===== config.mk =====
export PLATFORM = sky130hd
export DESIGN_NAME = sram_like_resp_flat
export DESIGN_NICKNAME = d
export VERILOG_FILES = /design/src/rtl/sram_like_resp_pkg.sv /design/src/rtl/sram_like_resp_if.sv /design/src/rtl/sram_resp_fifo.sv /design/src/rtl/sram_like_resp.sv /design/src/flat_wrapper.sv
export SDC_FILE = /design/constraint.sdc
export NUM_CORES = 1
export LEC_CHECK = 0
export BUFFER_PORTS_ARGS = -buffer_cell sky130_fd_sc_hd__buf_2
export CAP_MARGIN = 10
export CELL_PAD_IN_SITES_DETAIL_PLACEMENT = 0
export CELL_PAD_IN_SITES_GLOBAL_PLACEMENT = 1
export CORE_ASPECT_RATIO = 0.5
export CORE_MARGIN = 2
export CORE_UTILIZATION = 43
export CTS_CLUSTER_SIZE = 28
export DETAILED_ROUTE_END_ITERATION = 12
export PLACE_DENSITY = 0.94
export SYNTH_ARGS = -nofsm -noshare
export SYNTH_HDL_FRONTEND = slang
export SYNTH_SLANG_ARGS = --single-unit

===== constraint.sdc =====
create_clock -name clk -period 23.7 [get_ports clk]
set_clock_uncertainty 0.2 [all_clocks]
set_input_delay 4.74 -clock clk [delete_from_list [all_inputs] [get_ports clk]]
set_output_delay 4.74 -clock clk [all_outputs]
set_load 0.1 [all_outputs]

===== src/rtl/sram_like_resp_pkg.sv =====
// Shared types and constants for the SRAM-like responder: FSM states, access sizes, LFSR seed.
package sram_like_resp_pkg;

  typedef enum logic [1:0] {
    ST_IDLE  = 2'd0,
    ST_WAIT  = 2'd1,
    ST_ISSUE = 2'd2,
    ST_RESP  = 2'd3
  } state_t;

  localparam logic [1:0] SZ_BYTE = 2'd0;
  localparam logic [1:0] SZ_HALF = 2'd1;
  localparam logic [1:0] SZ_WORD = 2'd2;

  localparam logic [15:0] LFSR_SEED = 16'hACE1;

  typedef struct packed {
    logic        wr;
    logic [1:0]  size;
    logic [31:0] addr;
    logic [31:0] wdata;
  } req_t;

endpackage


===== src/rtl/sram_like_resp_if.sv =====
// CPU-side request/response bus plus backend RAM port of the SRAM-like responder.
interface sram_like_resp_if;
  logic        req;
  logic        wr;
  logic [1:0]  size;
  logic [31:0] addr;
  logic [31:0] wdata;
  logic        addr_ok;
  logic        data_ok;
  logic [31:0] rdata;
  logic        ram_en;
  logic [3:0]  ram_wen;
  logic [31:0] ram_addr;
  logic [31:0] ram_wdata;
  logic [31:0] ram_rdata;

  modport master (
    output req, wr, size, addr, wdata, ram_rdata,
    input  addr_ok, data_ok, rdata, ram_en, ram_wen, ram_addr, ram_wdata
  );

  modport slave (
    input  req, wr, size, addr, wdata, ram_rdata,
    output addr_ok, data_ok, rdata, ram_en, ram_wen, ram_addr, ram_wdata
  );
endinterface


===== src/rtl/sram_resp_fifo.sv =====
// Outstanding-request queue: DEPTH entries (power of two), head visible on dout.
module sram_resp_fifo #(
  parameter  int WIDTH = 67,
  parameter  int DEPTH = 2,
  localparam int AW    = $clog2(DEPTH),
  localparam int CW    = $clog2(DEPTH + 1)
) (
  input  logic             clk,
  input  logic             rst,
  input  logic             push,
  input  logic             pop,
  input  logic [WIDTH-1:0] din,
  output logic [WIDTH-1:0] dout,
  output logic             full,
  output logic             empty,
  output logic [CW-1:0]    count
);

  logic [WIDTH-1:0] mem [DEPTH];
  logic [AW-1:0]    wr_ptr;
  logic [AW-1:0]    rd_ptr;
  logic [CW-1:0]    cnt;
  logic             do_push;
  logic             do_pop;

  assign do_push = push && !full;
  assign do_pop  = pop && !empty;

  always_ff @(posedge clk) begin
    if (do_push) mem[wr_ptr] <= din;
  end

  always_ff @(posedge clk) begin
    if (rst) begin
      wr_ptr <= '0;
      rd_ptr <= '0;
      cnt    <= '0;
    end else begin
      if (do_push) wr_ptr <= wr_ptr + 1'b1;
      if (do_pop)  rd_ptr <= rd_ptr + 1'b1;
      case ({do_push, do_pop})
        2'b10:   cnt <= cnt + 1'b1;
        2'b01:   cnt <= cnt - 1'b1;
        default: cnt <= cnt;
      endcase
    end
  end

  assign dout  = mem[rd_ptr];
  assign full  = (cnt == CW'(DEPTH));
  assign empty = (cnt == '0);
  assign count = cnt;

endmodule


===== src/rtl/sram_like_resp.sv =====
// SRAM-like responder: queues CPU requests, issues them to a 1-cycle-latency RAM in order.
// Optional build macro SRAM_RESP_RAND_DELAY_EN adds LFSR-driven accept gating and extra wait.
//
// state    | meaning
// ST_IDLE  | waiting for a queued request
// ST_WAIT  | counting down the fixed (plus random) access delay
// ST_ISSUE | ram_en strobe with the head entry
// ST_RESP  | data_ok pulse, head popped
module sram_like_resp
  import sram_like_resp_pkg::*;
#(
  parameter int DELAY = 0,
  parameter int DEPTH = 2
) (
  input  logic             clk,
  input  logic             rst,
  sram_like_resp_if.slave  bus
);

  localparam int CW   = $clog2(DEPTH + 1);
  localparam int CNTW = 5;

  req_t            in_req;
  req_t            head;
  logic            push;
  logic            pop;
  logic            full;
  logic            empty;
  logic [CW-1:0]   count;
  logic            accept_gate;
  logic [CNTW-1:0] wait_cnt;

  state_t          state;
  state_t          state_nx;
  logic [CNTW-1:0] cnt;
  logic [CNTW-1:0] cnt_nx;
  logic            issue;
  logic            resp;
  logic [3:0]      wen_dec;

`ifdef SRAM_RESP_RAND_DELAY_EN
  logic [15:0] lfsr;

  always_ff @(posedge clk) begin
    if (rst) lfsr <= LFSR_SEED;
    else     lfsr <= {lfsr[0] ^ lfsr[2] ^ lfsr[3] ^ lfsr[5], lfsr[15:1]};
  end

  assign accept_gate = lfsr[0];
  assign wait_cnt    = CNTW'(DELAY) + CNTW'(lfsr[2:1]);
`else
  assign accept_gate = 1'b1;
  assign wait_cnt    = CNTW'(DELAY);
`endif

  assign in_req = {bus.wr, bus.size, bus.addr, bus.wdata};
  // addr_ok depends only on registered state, never on req or this cycle's pop
  assign bus.addr_ok = !rst && !full && accept_gate;
  assign push        = bus.req && bus.addr_ok;
  assign pop         = resp && (count != '0);

  sram_resp_fifo #(
    .WIDTH ($bits(req_t)),
    .DEPTH (DEPTH)
  ) u_fifo (
    .clk   (clk),
    .rst   (rst),
    .push  (push),
    .pop   (pop),
    .din   (in_req),
    .dout  (head),
    .full  (full),
    .empty (empty),
    .count (count)
  );

  always_ff @(posedge clk) begin
    if (rst) begin
      state <= ST_IDLE;
      cnt   <= '0;
    end else begin
      state <= state_nx;
      cnt   <= cnt_nx;
    end
  end

  always_comb begin
    state_nx = state;
    cnt_nx   = cnt;
    issue    = 1'b0;
    resp     = 1'b0;
    case (state)
      ST_IDLE: begin
        if (!empty) begin
          if (wait_cnt != '0) begin
            state_nx = ST_WAIT;
            cnt_nx   = wait_cnt;
          end else begin
            state_nx = ST_ISSUE;
          end
        end
      end
      ST_WAIT: begin
        cnt_nx = cnt - 1'b1;
        if (cnt <= CNTW'(1)) state_nx = ST_ISSUE;
      end
      ST_ISSUE: begin
        issue    = 1'b1;
        state_nx = ST_RESP;
      end
      ST_RESP: begin
        resp     = 1'b1;
        state_nx = ST_IDLE;
      end
      default: state_nx = ST_IDLE;
    endcase
  end

  // Misaligned half/word accesses simply ignore the extra low address bits
  always_comb begin
    wen_dec = 4'b0000;
    if (head.wr) begin
      case (head.size)
        SZ_BYTE: wen_dec = 4'b0001 << head.addr[1:0];
        SZ_HALF: wen_dec = 4'b0011 << {head.addr[1], 1'b0};
        default: wen_dec = 4'b1111;
      endcase
    end
  end

  assign bus.ram_en    = !rst && issue;
  assign bus.ram_wen   = bus.ram_en ? wen_dec : 4'b0000;
  assign bus.ram_addr  = {head.addr[31:2], 2'b00};
  assign bus.ram_wdata = head.wdata;
  assign bus.data_ok   = !rst && resp;
  assign bus.rdata     = bus.ram_rdata;

endmodule


===== src/flat_wrapper.sv =====
// flat-port wrapper written by rule: the top's interface ports become plain ports
module sram_like_resp_flat import sram_like_resp_pkg::*;
#(
  parameter int DELAY = 0,
  parameter int DEPTH = 2
)
  (clk, rst, bus_req, bus_wr, bus_size, bus_addr, bus_wdata, bus_ram_rdata, bus_addr_ok, bus_data_ok, bus_rdata, bus_ram_en, bus_ram_wen, bus_ram_addr, bus_ram_wdata);
  sram_like_resp_if bus_i ();
  input  logic clk;
  input  logic rst;
  input wire logic [$bits(bus_i.req)-1:0] bus_req;
  input wire logic [$bits(bus_i.wr)-1:0] bus_wr;
  input wire logic [$bits(bus_i.size)-1:0] bus_size;
  input wire logic [$bits(bus_i.addr)-1:0] bus_addr;
  input wire logic [$bits(bus_i.wdata)-1:0] bus_wdata;
  input wire logic [$bits(bus_i.ram_rdata)-1:0] bus_ram_rdata;
  output wire logic [$bits(bus_i.addr_ok)-1:0] bus_addr_ok;
  output wire logic [$bits(bus_i.data_ok)-1:0] bus_data_ok;
  output wire logic [$bits(bus_i.rdata)-1:0] bus_rdata;
  output wire logic [$bits(bus_i.ram_en)-1:0] bus_ram_en;
  output wire logic [$bits(bus_i.ram_wen)-1:0] bus_ram_wen;
  output wire logic [$bits(bus_i.ram_addr)-1:0] bus_ram_addr;
  output wire logic [$bits(bus_i.ram_wdata)-1:0] bus_ram_wdata;
  assign bus_i.req = bus_req;
  assign bus_i.wr = bus_wr;
  assign bus_i.size = bus_size;
  assign bus_i.addr = bus_addr;
  assign bus_i.wdata = bus_wdata;
  assign bus_i.ram_rdata = bus_ram_rdata;
  assign bus_addr_ok = bus_i.addr_ok;
  assign bus_data_ok = bus_i.data_ok;
  assign bus_rdata = bus_i.rdata;
  assign bus_ram_en = bus_i.ram_en;
  assign bus_ram_wen = bus_i.ram_wen;
  assign bus_ram_addr = bus_i.ram_addr;
  assign bus_ram_wdata = bus_i.ram_wdata;
  sram_like_resp #(.DELAY(DELAY), .DEPTH(DEPTH)) u_core (.clk(clk), .rst(rst), .bus(bus_i));
endmodule

==> impl_metrics.yaml <==
setup_path:
  worstPathCellList: "buf_2 > nor3b_2 > nand2_1 > a311oi_1 > buf_2"
  cp_top_family: "buffers and inverters"
  cp_common_cell: "buf_2"
  rrSetupSlack_ns: 21.46
  crit_slowest_cell: "buf_2"
  worstReg2RegStart: "u_core.u_fifo.count[0]$_SDFFE_PP0P_"
  crit_cells: 5
  cp-end-kind: "primary output"
  rr_worst_depth: 4
  path_max_fanout: 15
  critical_path_class: "input pin to primary output"
  cp.arrival_ns: 6.13
  crit_required_ns: 18.76
  slowest_delay_ns: 0.46
  r2r-end: "u_core.u_fifo.mem[1][26]$_DFFE_PP_"
  critPathBufInv: 2
  start_kind: "input pin"
timing:
  fmax_mhz: 90.35
  slew_viol_final: 0
  min_period_ns: 11.07
  holdWs_ns: 0.2807
  setup_tns_ns: 0
  rsz0062_at_grt: "false"
  tightest_slew_ns: 0.9479
  fin_crit_sh_pct: 46.70
  setup_viol: 0
  final_hold_viol_count: 0
  slew_headroom_pct: 36.81
synthesis:
  syn_area_um2: 5722
  avgSynthCellArea_um2: 17.88
  ys_types: 39
  synth_seq_cells: 146
  ys_seq_area_share_pct: 74.52
  synthFlopType: "edfxtp_1"
  synth_cells: 320
  async_reset_ff_share_pct: 0
  synth_edf_count: 134
  yosysWarnings: 0
cells_and_area:
  multiInputGateArea_um2: 1142
  layout-drive-gt1-share_pct: 39.47
  diodes: 0
  nets: 543
  area_growth_pct: 20.93
  seq_area_um2: 4265
  nFillCells: 1021
  finalInstanceArea_um2: 6919
  layout.cells.non_filler: 621
flow_run:
  drv_cap: 0
global_route:
  grt_pass1_vias: 3131
  grt_overflow_total: 0
  grt_pass1_wl_um: 15930
  track_usage_pct: 14.93
  antenna_found_initial: 0
  grt_start_max_net_pins: 71
hold_path:
  min_to: "u_core.cnt[4]$_SDFFE_PP0P_"
  min-delay-start: "u_core.cnt[4]$_SDFFE_PP0P_"
  whs_path_depth: 2
  hold_class: "flop to flop"
cts:
  cts_made_buffers: 17
  cts_tree: "built"
  post_cts_buffers: 0
  cts_root_buf: "clkbuf_16"
  clock_latency_ns: 0.40
  htree_num_levels: 4
  clk_pin_slew_ns: 0.06
  clock_sinks: 146
  ctsHoldBuffers: 0
  ctsLongestPathBuffers: 2
  cts_resized: 0
drt:
  drtIter0Drc: 164
  vias: 2971
  vias_per_cell: 4.784
  dr.pass1.iters: 4
  final_antenna_net_count: 0
  wl_per_cell_um: 17.02
  drcViolationCount: 0
  routed_wl_um: 10570
floorplanning:
  die_width_um: 167.1
  die_area_um2: 14300
  std_cell_rows: 29
  io-pin-count: 205
  core-area_um2: 12810
  initial_utilization_pct: 44.67
  dieHeight_um: 85.57
power:
  power.density_nw_per_um2: 91.58
  power.total_uw: 633.7
  ir_drop_uv: 53.19
  leakage_nw: 2.585
placement:
  place.gp.congestion: 0.7402
  port_buffers: 138
  dpl-instance-area_um2: 6352
  dp_hpwl_um: 6724
  dp_cells: 589
run_status:
  status: "completed"
-- cell usage in the layout, fill, tap and decap left out, types with 2 or more instances in the layout --
cell type / netlist / layout
buf_2: 6 / 138
edfxtp_1: 134 / 134
mux2_1: 64 / 64
clkbuf_16: 0 / 18
dfxtp_1: 12 / 11
nor2_1: 10 / 10
inv_1: 5 / 5
o21ai_0: 4 / 4
clkinvlp_4: 0 / 4
nor2b_1: 3 / 3
nand2_1: 3 / 3
nor3_1: 3 / 3
nand2b_1: 3 / 3
a21oi_1: 3 / 3
xnor2_1: 3 / 3
ha_1: 3 / 3
clkinv_4: 0 / 3
clkbuf_1: 0 / 3
buf_4: 37 / 3
and3_2: 1 / 2
nand3b_1: 2 / 2
a31oi_1: 2 / 2
xor2_1: 2 / 2
conb_1: 1 / 2
clkinv_2: 0 / 2
-- flip-flops by register name (all words and copies together) (netlist names), named ones only --
register	cells
u_core.cnt	5
u_core.state	2
u_core.u_fifo.count	2
u_core.u_fifo.mem	134
u_core.u_fifo.rd_ptr	1
u_core.u_fifo.wr_ptr	1
-- layer usage --
metal	global-route usage, %	routed length (µm)	vias to the layer above
met2	27.24	5685	50
met3	3.507	318	34
met1	16.25	4280	1465
met5	0	0	-
li1	-	-	1422
met4	8.780	283	0
-- Yosys cell counts, types with 2 or more instances --
master	count	area share, %
a21oi_1	3	0.26
a31oi_1	2	0.22
buf_2	6	0.52
buf_4	37	4.9
dfxtp_1	12	4.2
edfxtp_1	134	70
ha_1	3	0.66
inv_1	5	0.33
mux2_1	64	13
nand2_1	3	0.20
nand2b_1	3	0.33
nand3b_1	2	0.26
nor2_1	10	0.66
nor2b_1	3	0.33
nor3_1	3	0.26
o21ai_0	4	0.35
xnor2_1	3	0.46
xor2_1	2	0.31
-- stage by stage --
step / setup slack (ns) / utilization [%]
floorplan: 10.12 / -
global placement: 12.64 / 49.59
detailed placement: 12.64 / 49.59
CTS: 12.63 / 54.02
global route: 12.54 / 54.02
finish: 12.63 / 54.02
-- kinds of logic (layout without fill, tap and decap cells) --
group                    Yosys count  after routing  share of synthesized area (%)
adder cells (fa/ha/maj)            3              3                         0.6561
AO/OA/AOI/OAI                     19             19                          2.209
buffers and inverters             48            178                          5.708
flip-flops                       146            146                          74.52
multiplexers                      65             65                          12.77
XOR/XNOR                           5              5                         0.7655
other                              1              2                        0.06554
AND/OR/NAND/NOR                   33             33                          3.302
-- final cells by class --
| type | instances | area share [%] |
|---|---|---|
| flip-flops and latches | 146 | 61.65 |
| repair buffers | 141 | 10.31 |
| well taps | 170 | 3.074 |
| multi-input cells | 127 | 16.51 |
| clock inverters | 11 | 1.519 |
| inverters | 5 | 0.2712 |
| clock buffers | 21 | 6.673 |
-- worst min-delay path: cells and delay by family, from the launching register on --
family | cells | cell delay (ns)
flops | 1 | 0.32
compound gates | 2 | 0.11
-- power breakdown --
group	internal (mW)	switching, mW
sequential	0.295	0.00520
combinational	0.0174	0.0645
clock	0.151	0.101
total	0.463	0.171
-- how the worst max path moves through the flow --
| stage | to | start | slack, ns |
|---|---|---|---|
| after CTS | bus_ram_wen[3] | rst | 12.63 |
| after detailed placement | bus_ram_wen[3] | rst | 12.64 |
| after global placement | bus_ram_wen[3] | rst | 12.64 |
| after global routing | bus_ram_wen[3] | rst | 12.54 |
| after floorplan | bus_ram_wen[3] | rst | 10.12 |
| final | bus_ram_wen[3] | rst | 12.63 |
Note: power is estimated with default switching activity, not from simulation.
